`src/rtl/riscv_rf_wb_sched_pkg.sv`:
```
// Shared register-file widths and the writeback request record used by the
// writeback scheduler slice.
package riscv_rf_pkg;

    localparam int RF_ADDR_W   = 5;
    localparam int RF_DATA_W   = 32;
    localparam int RF_NUM_REGS = 1 << RF_ADDR_W;

    typedef struct packed {
        logic [RF_ADDR_W-1:0] addr;
        logic [RF_DATA_W-1:0] data;
    } wb_req_t;

endpackage

```
`src/rtl/riscv_rf_wb_sched_if.sv`:
```
// Writeback bus between producers and the scheduler, including the regfile
// write ports and the optional scoreboard signals.
interface riscv_rf_wb_sched_if #(
    parameter int NUM_REQ    = 4,
    parameter int ADDR_WIDTH = 5,
    parameter int DATA_WIDTH = 32
);
    logic [NUM_REQ-1:0]            req_valid_i;
    logic [NUM_REQ*ADDR_WIDTH-1:0] req_addr_i;
    logic [NUM_REQ*DATA_WIDTH-1:0] req_data_i;
    logic [NUM_REQ-1:0]            req_ready_o;
    logic [ADDR_WIDTH-1:0]         waddr_a_o;
    logic [DATA_WIDTH-1:0]         wdata_a_o;
    logic                          we_a_o;
    logic [ADDR_WIDTH-1:0]         waddr_b_o;
    logic [DATA_WIDTH-1:0]         wdata_b_o;
    logic                          we_b_o;
    logic                          issue_valid_i;
    logic [ADDR_WIDTH-1:0]         issue_rd_i;
    logic [2**ADDR_WIDTH-1:0]      busy_o;
    logic                          sb_err_o;

    modport master (
        output req_valid_i, req_addr_i, req_data_i, issue_valid_i, issue_rd_i,
        input  req_ready_o, waddr_a_o, wdata_a_o, we_a_o,
               waddr_b_o, wdata_b_o, we_b_o, busy_o, sb_err_o
    );

    modport slave (
        input  req_valid_i, req_addr_i, req_data_i, issue_valid_i, issue_rd_i,
        output req_ready_o, waddr_a_o, wdata_a_o, we_a_o,
               waddr_b_o, wdata_b_o, we_b_o, busy_o, sb_err_o
    );
endinterface

```
`src/rtl/riscv_wb_rr_pick.sv`:
```
// Round-robin first-one finder: scans req upward from start (mod N) and
// returns the first set bit as one-hot grant plus index.
module riscv_wb_rr_pick #(
    parameter int N  = 4,
    parameter int IW = $clog2(N)
) (
    input  logic [N-1:0]  req,
    input  logic [IW-1:0] start,
    output logic [N-1:0]  gnt,
    output logic [IW-1:0] idx,
    output logic          found
);
    logic [IW-1:0] j;

    always_comb begin
        gnt   = '0;
        idx   = '0;
        found = 1'b0;
        j     = '0;
        for (int k = 0; k < N; k++) begin
            j = IW'((int'(start) + k) % N);
            if (!found && req[j]) begin
                found  = 1'b1;
                gnt[j] = 1'b1;
                idx    = j;
            end
        end
    end
endmodule

```
`src/rtl/riscv_rf_wb_sched.sv`:
```
// Dual-port regfile writeback scheduler: round-robin, two grants per cycle,
// never the same rd twice. Optional scoreboard under `RF_SCOREBOARD_EN.
module riscv_rf_wb_sched
    import riscv_rf_pkg::*;
#(
    parameter int NUM_REQ    = 4,
    parameter int ADDR_WIDTH = RF_ADDR_W,
    parameter int DATA_WIDTH = RF_DATA_W
) (
    input logic              clk,
    input logic              rst_n,
    riscv_rf_wb_sched_if.slave bus
);
    localparam int IW    = $clog2(NUM_REQ);
    localparam int NREGS = 2 ** ADDR_WIDTH;

    wb_req_t                req [NUM_REQ];
    logic [NUM_REQ-1:0]     x0, elig, elig2, gnt1, gnt2;
    logic [IW-1:0]          idx1, idx2, start2, rr_ptr;
    logic                   found1, found2;
    logic [ADDR_WIDTH-1:0]  addr1, addr2;

    logic                   we_a_p1, we_b_p1;
    logic [ADDR_WIDTH-1:0]  waddr_a_p1, waddr_b_p1;
    logic [DATA_WIDTH-1:0]  wdata_a_p1, wdata_b_p1;

    function automatic logic [IW-1:0] wrap_inc(input logic [IW-1:0] v);
        return (int'(v) == NUM_REQ - 1) ? '0 : v + 1'b1;
    endfunction

    always_comb begin
        for (int i = 0; i < NUM_REQ; i++) begin
            req[i].addr = bus.req_addr_i[i*ADDR_WIDTH +: ADDR_WIDTH];
            req[i].data = bus.req_data_i[i*DATA_WIDTH +: DATA_WIDTH];
            x0[i]       = bus.req_valid_i[i] && (req[i].addr == '0);
            elig[i]     = bus.req_valid_i[i] && (req[i].addr != '0);
        end
    end

    riscv_wb_rr_pick #(.N(NUM_REQ), .IW(IW)) u_pick_a (
        .req(elig), .start(rr_ptr), .gnt(gnt1), .idx(idx1), .found(found1)
    );

    // Pick 2 scans on from just past pick 1; everything between rr_ptr and
    // pick 1 is already known to be ineligible, so the wrap is harmless.
    assign addr1  = req[idx1].addr;
    assign start2 = wrap_inc(idx1);

    always_comb begin
        for (int i = 0; i < NUM_REQ; i++) begin
            elig2[i] = elig[i] && !gnt1[i] && (req[i].addr != addr1);
        end
    end

    riscv_wb_rr_pick #(.N(NUM_REQ), .IW(IW)) u_pick_b (
        .req(elig2), .start(start2), .gnt(gnt2), .idx(idx2), .found(found2)
    );

    assign addr2           = req[idx2].addr;
    assign bus.req_ready_o = gnt1 | gnt2 | x0;

    // Stage p0 -> p1: accepted writes land on the regfile ports one cycle later
    always_ff @(posedge clk or negedge rst_n) begin
        if (!rst_n) begin
            we_a_p1    <= 1'b0;
            we_b_p1    <= 1'b0;
            waddr_a_p1 <= '0;
            waddr_b_p1 <= '0;
            wdata_a_p1 <= '0;
            wdata_b_p1 <= '0;
            rr_ptr     <= '0;
        end else begin
            we_a_p1 <= found1;
            we_b_p1 <= found2;
            if (found1) begin
                waddr_a_p1 <= addr1;
                wdata_a_p1 <= req[idx1].data;
                rr_ptr     <= found2 ? wrap_inc(idx2) : wrap_inc(idx1);
            end
            if (found2) begin
                waddr_b_p1 <= addr2;
                wdata_b_p1 <= req[idx2].data;
            end
        end
    end

    assign bus.we_a_o    = we_a_p1;
    assign bus.waddr_a_o = waddr_a_p1;
    assign bus.wdata_a_o = wdata_a_p1;
    assign bus.we_b_o    = we_b_p1;
    assign bus.waddr_b_o = waddr_b_p1;
    assign bus.wdata_b_o = wdata_b_p1;

`ifdef RF_SCOREBOARD_EN
    logic [NREGS-1:0] busy_q, busy_set, busy_clr;
    logic             sb_err_q, err_hit;

    always_comb begin
        busy_set = '0;
        busy_clr = '0;
        err_hit  = 1'b0;
        if (bus.issue_valid_i && (bus.issue_rd_i != '0)) busy_set[bus.issue_rd_i] = 1'b1;
        if (found1) begin
            busy_clr[addr1] = 1'b1;
            if (!busy_q[addr1]) err_hit = 1'b1;
        end
        if (found2) begin
            busy_clr[addr2] = 1'b1;
            if (!busy_q[addr2]) err_hit = 1'b1;
        end
    end

    // Set beats clear so a re-issue racing the old writeback stays pending
    always_ff @(posedge clk or negedge rst_n) begin
        if (!rst_n) begin
            busy_q   <= '0;
            sb_err_q <= 1'b0;
        end else begin
            busy_q   <= ((busy_q & ~busy_clr) | busy_set) & {{(NREGS-1){1'b1}}, 1'b0};
            sb_err_q <= sb_err_q | err_hit;
        end
    end

    assign bus.busy_o   = busy_q;
    assign bus.sb_err_o = sb_err_q;
`else
    assign bus.busy_o   = '0;
    assign bus.sb_err_o = 1'b0;
`endif
endmodule
```
`src/flat_wrapper.sv`:
```
// flat-port wrapper written by rule: the top's interface ports become plain ports
module riscv_rf_wb_sched_flat import riscv_rf_pkg::*;
#(
    parameter int NUM_REQ    = 4,
    parameter int ADDR_WIDTH = RF_ADDR_W,
    parameter int DATA_WIDTH = RF_DATA_W
)
  (clk, rst_n, bus_req_valid_i, bus_req_addr_i, bus_req_data_i, bus_issue_valid_i, bus_issue_rd_i, bus_req_ready_o, bus_waddr_a_o, bus_wdata_a_o, bus_we_a_o, bus_waddr_b_o, bus_wdata_b_o, bus_we_b_o, bus_busy_o, bus_sb_err_o);
  riscv_rf_wb_sched_if #(.NUM_REQ(NUM_REQ), .ADDR_WIDTH(ADDR_WIDTH), .DATA_WIDTH(DATA_WIDTH)) bus_i ();
  input logic clk;
  input logic rst_n;
  input wire logic [$bits(bus_i.req_valid_i)-1:0] bus_req_valid_i;
  input wire logic [$bits(bus_i.req_addr_i)-1:0] bus_req_addr_i;
  input wire logic [$bits(bus_i.req_data_i)-1:0] bus_req_data_i;
  input wire logic [$bits(bus_i.issue_valid_i)-1:0] bus_issue_valid_i;
  input wire logic [$bits(bus_i.issue_rd_i)-1:0] bus_issue_rd_i;
  output wire logic [$bits(bus_i.req_ready_o)-1:0] bus_req_ready_o;
  output wire logic [$bits(bus_i.waddr_a_o)-1:0] bus_waddr_a_o;
  output wire logic [$bits(bus_i.wdata_a_o)-1:0] bus_wdata_a_o;
  output wire logic [$bits(bus_i.we_a_o)-1:0] bus_we_a_o;
  output wire logic [$bits(bus_i.waddr_b_o)-1:0] bus_waddr_b_o;
  output wire logic [$bits(bus_i.wdata_b_o)-1:0] bus_wdata_b_o;
  output wire logic [$bits(bus_i.we_b_o)-1:0] bus_we_b_o;
  output wire logic [$bits(bus_i.busy_o)-1:0] bus_busy_o;
  output wire logic [$bits(bus_i.sb_err_o)-1:0] bus_sb_err_o;
  assign bus_i.req_valid_i = bus_req_valid_i;
  assign bus_i.req_addr_i = bus_req_addr_i;
  assign bus_i.req_data_i = bus_req_data_i;
  assign bus_i.issue_valid_i = bus_issue_valid_i;
  assign bus_i.issue_rd_i = bus_issue_rd_i;
  assign bus_req_ready_o = bus_i.req_ready_o;
  assign bus_waddr_a_o = bus_i.waddr_a_o;
  assign bus_wdata_a_o = bus_i.wdata_a_o;
  assign bus_we_a_o = bus_i.we_a_o;
  assign bus_waddr_b_o = bus_i.waddr_b_o;
  assign bus_wdata_b_o = bus_i.wdata_b_o;
  assign bus_we_b_o = bus_i.we_b_o;
  assign bus_busy_o = bus_i.busy_o;
  assign bus_sb_err_o = bus_i.sb_err_o;
  riscv_rf_wb_sched #(.NUM_REQ(NUM_REQ), .ADDR_WIDTH(ADDR_WIDTH), .DATA_WIDTH(DATA_WIDTH)) u_core (.clk(clk), .rst_n(rst_n), .bus(bus_i));
endmodule
```
`config.mk`:
```
export PLATFORM = sky130hd
export DESIGN_NAME = riscv_rf_wb_sched_flat
export DESIGN_NICKNAME = d
export VERILOG_FILES = /design/src/rtl/riscv_rf_wb_sched_pkg.sv /design/src/rtl/riscv_rf_wb_sched_if.sv /design/src/rtl/riscv_wb_rr_pick.sv /design/src/rtl/riscv_rf_wb_sched.sv /design/src/flat_wrapper.sv
export SDC_FILE = /design/constraint.sdc
export NUM_CORES = 1
export LEC_CHECK = 0
export CAP_MARGIN = 5
export CELL_PAD_IN_SITES_DETAIL_PLACEMENT = 0
export CELL_PAD_IN_SITES_GLOBAL_PLACEMENT = 1
export CORE_MARGIN = 1.5
export CORE_UTILIZATION = 30
export DETAILED_ROUTE_END_ITERATION = 8
export PLACE_DENSITY = 0.83
export SLEW_MARGIN = 30
export SYNTH_ARGS = -nofsm -noshare
export SYNTH_HDL_FRONTEND = slang
export SYNTH_SLANG_ARGS = --single-unit
```
`constraint.sdc`:
```
create_clock -name clk -period 8 [get_ports clk]
set_input_delay 0.8 -clock clk [delete_from_list [all_inputs] [get_ports clk]]
set_output_delay 0.8 -clock clk [all_outputs]
set_load 0.02 [all_outputs]
```
**Word level (Yosys, flattened, before mapping)**

Cells that the tools add are included.

- Register bits after elaboration: 78
- Latch bits: 0
- Memory bits (writable): 0
- Bits in read-only memories: 0
- Input bits: 160
- Output and inout bits: 113
- Logic and storage cells: 162
- Memories: 0

- Add/subtract/negate cells: 8
- Multiply operators: 0
- Div/mod/pow operators: 0
- Magnitude comparators: 18
- Eq/ne operators: 6
- Shift operators: 0
- Mux-type cells: 65
- Bitwise gates (word level): 10
- Reduce and logical (&&, ||, !) cells: 48

Operators by type and width:

| operator | count |
|---|---|
| $bmux 37 s2 | 2 |
| $mux 37 | 4 |
| $mux 4 | 8 |
| $or 4x4->4 | 8 |
| $logic_and 1x1->1 | 30 |
| $lt 2x3->1 const B | 8 |
| $mux 1 | 24 |
| $mux 2 | 11 |
| $logic_not 5->1 | 4 |
| $ne 5x5->1 | 4 |
| $reduce_bool 5->1 | 4 |
| $bmux 1 s2 | 8 |
| $demux 1 s2 | 8 |
| $ge 2x1->1 const B | 8 |
| $logic_not 1->1 | 10 |
| $add 2x1->2 const B | 4 |
| $add 2x2->2 const B | 4 |
| $ge 3x3->1 const B | 2 |
| $not 2->3 | 2 |
| $eq 2x1->1 const B | 2 |

**Depth between registers and ports, before layout**

- Word-level depth: 36
- Depth in mapped cells: 26
- Gate-level depth less buffers: 19

**Modules after synthesis**

A second synthesis with hierarchy kept.

- Cell total of the unflattened synthesis: 479
- Area total of the unflattened synthesis: 6,496.2 sq um

Modules (own cells, without submodules):

| module | instances | cells an instance | area each (sq um) | seq. area each (sq um) |
|---|---|---|---|---|
| riscv_rf_wb_sched | 1 | 389 | 5,652.9 | 1,951.9 |
| riscv_wb_rr_pick | 2 | 45 | 421.7 | 0.0 |

**Least setup slack after synthesis**

Ideal clock, no wire load.

- Kind: register to output
- Start: reg u_core.rr_ptr[0]
- End: out bus_req_ready_o[0]
- Arrival: 5.144 ns
- Data required time: 7.200 ns
- Slack: 2.056 ns
- Cell stages (with the launch flop): 23
- Path buffers: 5
- Cells stage by stage: dfrtp_1 -> clkbuf_1 -> inv_1 -> ha_1 -> clkbuf_1 -> clkinv_1 -> o31ai_2 -> mux2i_1 -> a2bb2oi_1 -> nand2_1 -> buf_1 -> clkbuf_1 -> clkbuf_1 -> ha_1 -> inv_1 -> nand2_1 -> nor2_1 -> a22oi_1 -> o32a_1 -> nand2_1 -> nor3b_1 -> a2111oi_0 -> o211ai_1

- Cells in the longest elaborated chain, start to end: 32
- Elaborated cells on any way between the ends: 123
- Classes of those cells: add/sub: 7; order compare: 16; eq/ne: 5; mux: 54; bitwise: 9; reduce/logical: 32

Ends and longest elaborated chain:

| what | RTL line | source |
|---|---|---|
| start: declaration | riscv_rf_wb_sched.sv:19 | `logic [IW-1:0] idx1, idx2, start2, rr_ptr;` |
| start signal: assignment | riscv_rf_wb_sched.sv:78 | `rr_ptr <= found2 ? wrap_inc(idx2) : wrap_inc(idx1);` |
| parallel branches: the longest is 30 deep, another holds $add 2x1->2 | n/a |  |
| $or 4x4->4 (*) (2 in series) | riscv_rf_wb_sched.sv:60 | `assign bus.req_ready_o = gnt1 \| gnt2 \| x0;` |
| end: declaration | flat_wrapper.sv:17 | `output wire logic [$bits(bus_i.req_ready_o)-1:0] bus_req_ready_o;` |

Mark *: on every way between the ends. The select of a mux whose other input is x is not followed.

**Worst setup path after layout**

- Start: reg u_core.rr_ptr[1]
- End: out bus_req_ready_o[1]

The elaborated chain is that of the path after synthesis.

==> impl_table.tex <==
\begin{tabular}{lr}
\hline
Metric & Value \\
\hline
\multicolumn{2}{l}{\textbf{CTS}} \\
\quad H-Tree Depth & 3 \\
\quad Cell at the root of the clock tree & sky130\_fd\_sc\_hd\_\_clkbuf\_16 \\
\quad Maximum number of buffers from clock root to sink & 2 \\
\quad Number of hold-repair buffers added at the cts stage & 0 \\
\quad TritonCTS clock tree & done \\
\quad Number of setup buffers added after CTS & 0 \\
\quad Quantity of gates resized following cts & 0 \\
\quad Number of buffers created by CTS & 9 \\
\quad Clock transition at the register clock pins on the worst setup and hold paths after CTS & 70 ps \\
\quad Clk\_lat worst skew & 350 ps \\
\quad CTS Sinks & 78 \\
\multicolumn{2}{l}{\textbf{Setup path}} \\
\quad Largest fanout on the critical path & 31 \\
\quad Setup slack, reg-to-reg & 1190 ps \\
\quad Required time of the critical path & 7200 ps \\
\quad Arrival @ worst endpoint & 6710 ps \\
\quad Setup Crit Path Kind & register to primary output \\
\quad Critical path startpoint category & register \\
\quad Critical path capture point type & primary output \\
\multicolumn{2}{l}{\textbf{Synth}} \\
\quad Number of storage elements in the synthesis netlist & 78 \\
\quad Synthesized cell area & 7560 sq um \\
\quad Mapped Cells & 980 \\
\quad Share of synthesized area occupied by flip-flops and latches & 0.2582 \\
\quad Share of flip-flops with an asynchronous set or reset after synthesis & 1.000 \\
\quad Main flop type after synthesis & sky130\_fd\_sc\_hd\_\_dfrtp\_1 \\
\quad Share of Yosys cell area claimed by the top area cell type & 0.2582 \\
\quad Per-instance average area after synthesis & 7.714 sq um \\
\quad Number of distinct standard cells referenced by the synthesized netlist & 77 \\
\quad Cell type with the highest aggregate area in the netlist & sky130\_fd\_sc\_hd\_\_dfrtp\_1 \\
\quad Main area contributors after synthesis & sky130\_fd\_sc\_hd\_\_dfrtp\_1 (26\%), sky130\_fd\_sc\_hd\_\_nand2\_1 (12\%), sky130\_fd\_sc\_hd\_\_mux2i\_1 (11\%), sky130\_fd\_sc\_hd\_\_a221oi\_2 (6.0\%), sky130\_fd\_sc\_hd\_\_nand3\_1 (5.6\%) \\
\quad Number of enable flip-flop cells after synthesis & 0 \\
\quad Warning count from the yosys run & 0 \\
\multicolumn{2}{l}{\textbf{Cells and area}} \\
\quad Final Net Count & 1330 \\
\quad Finished Core Util & 0.4193 \\
\quad Commonest cells after routing, fill and taps aside & sky130\_fd\_sc\_hd\_\_nand2\_1 (235), sky130\_fd\_sc\_hd\_\_clkdlybuf4s50\_1 (232), sky130\_fd\_sc\_hd\_\_nand3\_1 (85), sky130\_fd\_sc\_hd\_\_mux2i\_1 (82), sky130\_fd\_sc\_hd\_\_dfrtp\_1 (78) \\
\quad Leading cell type in the layout, fill and taps excluded & sky130\_fd\_sc\_hd\_\_nand2\_1 \\
\quad Number of fill cells in the layout & 2556 \\
\quad Proportion of layout cells with a drive suffix above 1 & 0.08740 \\
\quad Area growth, synth to finish & 36.08\% \\
\multicolumn{2}{l}{\textbf{Floorplan}} \\
\quad Overall die width & 161.7 um \\
\quad Total core area & 24530 sq um \\
\quad Top-level I/O count & 273 \\
\quad Initial standard-cell utilization of the core & 0.3081 \\
\quad Area of the die & 26160 sq um \\
\quad Chip height & 161.7 um \\
\quad Placement row count & 57 \\
\multicolumn{2}{l}{\textbf{Detailed routing}} \\
\quad Average routed wire per standard cell & 18.63 um \\
\quad Antenna-violating nets left & 0 \\
\quad Via total after detailed routing & 7883 \\
\quad Detailed Route Iter0 Violations & 443 \\
\quad Detailed-route vias per instance & 5.284 \\
\quad Detailed Routing Iterations Pass 1 & 5 \\
\quad Final routed DRC violation total & 0 \\
\quad Total detailed-routing wirelength & 27.80 mm \\
\multicolumn{2}{l}{\textbf{Timing}} \\
\quad Fin. max-slew vios & 0 \\
\quad Setup total negative slack & 0 ps \\
\quad Final worst path period share & 0.9382 \\
\quad Minimum period implied by the final worst setup slack & 7505 ps \\
\quad PnR worst setup slack & 494.7 ps \\
\quad Worst max-slew margin expressed relative to the limit & 0.4553 \\
\quad Worst clock skew & 13.90 ps \\
\quad Total count of hold-check failures in the final report & 0 \\
\quad Setup repair after global routing missed its margin & false \\
\quad Achievable Freq & 133.2 MHz \\
\quad Count of final setup violators & 0 \\
\quad Slew @ Worst Pin & 817.1 ps \\
\multicolumn{2}{l}{\textbf{Global route}} \\
\quad Global route total overflow & 0 \\
\quad Via count of the first global-routing pass & 7619 \\
\quad Total global routing track utilization & 0.2098 \\
\quad First-pass GRT wire length & 43.12 mm \\
\quad Number of antenna violations at the first check in global routing & 1 \\
\quad Maximum number of pins on one net before global-route repair & 77 \\
\multicolumn{2}{l}{\textbf{Placed design}} \\
\quad Post-Place Worst Slack & 599.7 ps \\
\quad Total half-perimeter wirelength after legalization and detailed placement & 19.75 mm \\
\quad Routability Congestion & 0.8515 \\
\quad Number of port buffers & 233 \\
\multicolumn{2}{l}{\textbf{Flow run}} \\
\quad Maximum capacitance violations & 0 \\
\multicolumn{2}{l}{\textbf{Min path}} \\
\quad Min-Delay Path Class & input pin to asynchronous set/reset pin \\
\multicolumn{2}{l}{\textbf{Status}} \\
\quad Result of the run & completed \\
\hline
\end{tabular}
registers in the layout (all words and copies together), names as in the netlist:
signal	flops
u_core.bus.we_a_o	1
u_core.bus.wdata_a_o	32
u_core.bus.waddr_b_o	5
u_core.bus.waddr_a_o	5
u_core.rr_ptr	2
u_core.bus.wdata_b_o	32
u_core.bus.we_b_o	1
synthesized netlist by cell type (all sizes together) (6+ instances only):
cell,instances
a211oi,6
mux2i,82
dfrtp,78
xor2,12
and3,6
nor3,15
nand2b,6
ha,8
a31oi,9
a21oi,11
nand3,85
nand2,237
a221oi,40
buf,70
o211ai,15
nor2,61
nand4,9
nor2b,9
xnor2,13
inv,14
clkbuf,44
o21ai,67
cell families after synthesis:
logic type	Yosys count	synth area share
multiplexers	85	0.1160
buffers and inverters	130	0.09302
XOR/XNOR	25	0.02896
adder cells (fa/ha/maj)	8	0.01324
AND/OR/NAND/NOR	454	0.2665
flip-flops	78	0.2582
other	1	0.0004960
AO/OA/AOI/OAI	199	0.2236
final timing paths:
path / startpoint / end / cells after the start
worst min register to register: u_core.bus.wdata_a_o[23]$_DFFE_PN0P_ / u_core.bus.wdata_a_o[23]$_DFFE_PN0P_ / 2
max in group asynchronous: rst_n / u_core.rr_ptr[1]$_DFFE_PN0P_ / 2
worst max register to register: u_core.rr_ptr[1]$_DFFE_PN0P_ / u_core.bus.wdata_b_o[8]$_DFFE_PN0N_ / 20
worst min-delay path: rst_n / u_core.bus.wdata_a_o[18]$_DFFE_PN0P_ / 1
worst max-delay path: u_core.rr_ptr[1]$_DFFE_PN0P_ / bus_req_ready_o[1] / 17
min in group clk: u_core.bus.wdata_a_o[23]$_DFFE_PN0P_ / u_core.bus.wdata_a_o[23]$_DFFE_PN0P_ / 2
stage by stage:
| stage | instance area, sq um | hold WS [ps] | cells |
|---|---|---|---|
| global placement | 9971 | 460.5 | 1475 |
| detailed placement | 9975 | 469.0 | 1475 |
| CTS | 10280 | 261.3 | 1491 |
| floorplan | 7680 | 504.4 | 1012 |
| finish | 10290 | 270.2 | 1492 |
| global route | 10290 | 272.6 | 1492 |
area by class of cell:
cell class | count | area, sq um | share of cell area
clock inverter | 4 | 53.80 | 0.005230
antenna | 1 | 2.502 | 0.0002432
timing repair buffer | 253 | 2509 | 0.2439
inverter | 16 | 60.06 | 0.005838
multi-input combinational | 804 | 5049 | 0.4908
sequential | 78 | 1952 | 0.1897
tap | 324 | 405.4 | 0.03941
clock buffer | 12 | 256.5 | 0.02493
routing by layer:
layer  up-vias  GRT usage  wire, um
met5         -          0         0
met4         0    0.07756       792
met1      3739     0.2703     11990
met3        54    0.03856      1810
met2       292     0.3494     13200
li1       3798          -         -
worst max-delay path, cell delays in order (launching register included):
cell,delay [ps]
sky130_fd_sc_hd__dfrtp_1,580
sky130_fd_sc_hd__clkinv_1,400
sky130_fd_sc_hd__ha_1,600
sky130_fd_sc_hd__clkinv_1,340
sky130_fd_sc_hd__o31ai_2,440
sky130_fd_sc_hd__a21oi_1,160
sky130_fd_sc_hd__a211o_1,350
sky130_fd_sc_hd__a31oi_4,200
sky130_fd_sc_hd__buf_4,400
sky130_fd_sc_hd__mux2i_1,230
sky130_fd_sc_hd__o2111ai_1,260
sky130_fd_sc_hd__o311ai_4,400
sky130_fd_sc_hd__nand2_1,140
sky130_fd_sc_hd__o21ai_2,350
sky130_fd_sc_hd__nor3b_1,500
sky130_fd_sc_hd__a221oi_1,170
sky130_fd_sc_hd__o211ai_1,160
sky130_fd_sc_hd__clkdlybuf4s50_1,650
Power is not shown: default switching activity piles up to over one toggle a cycle in this logic, so the estimate is an artifact.
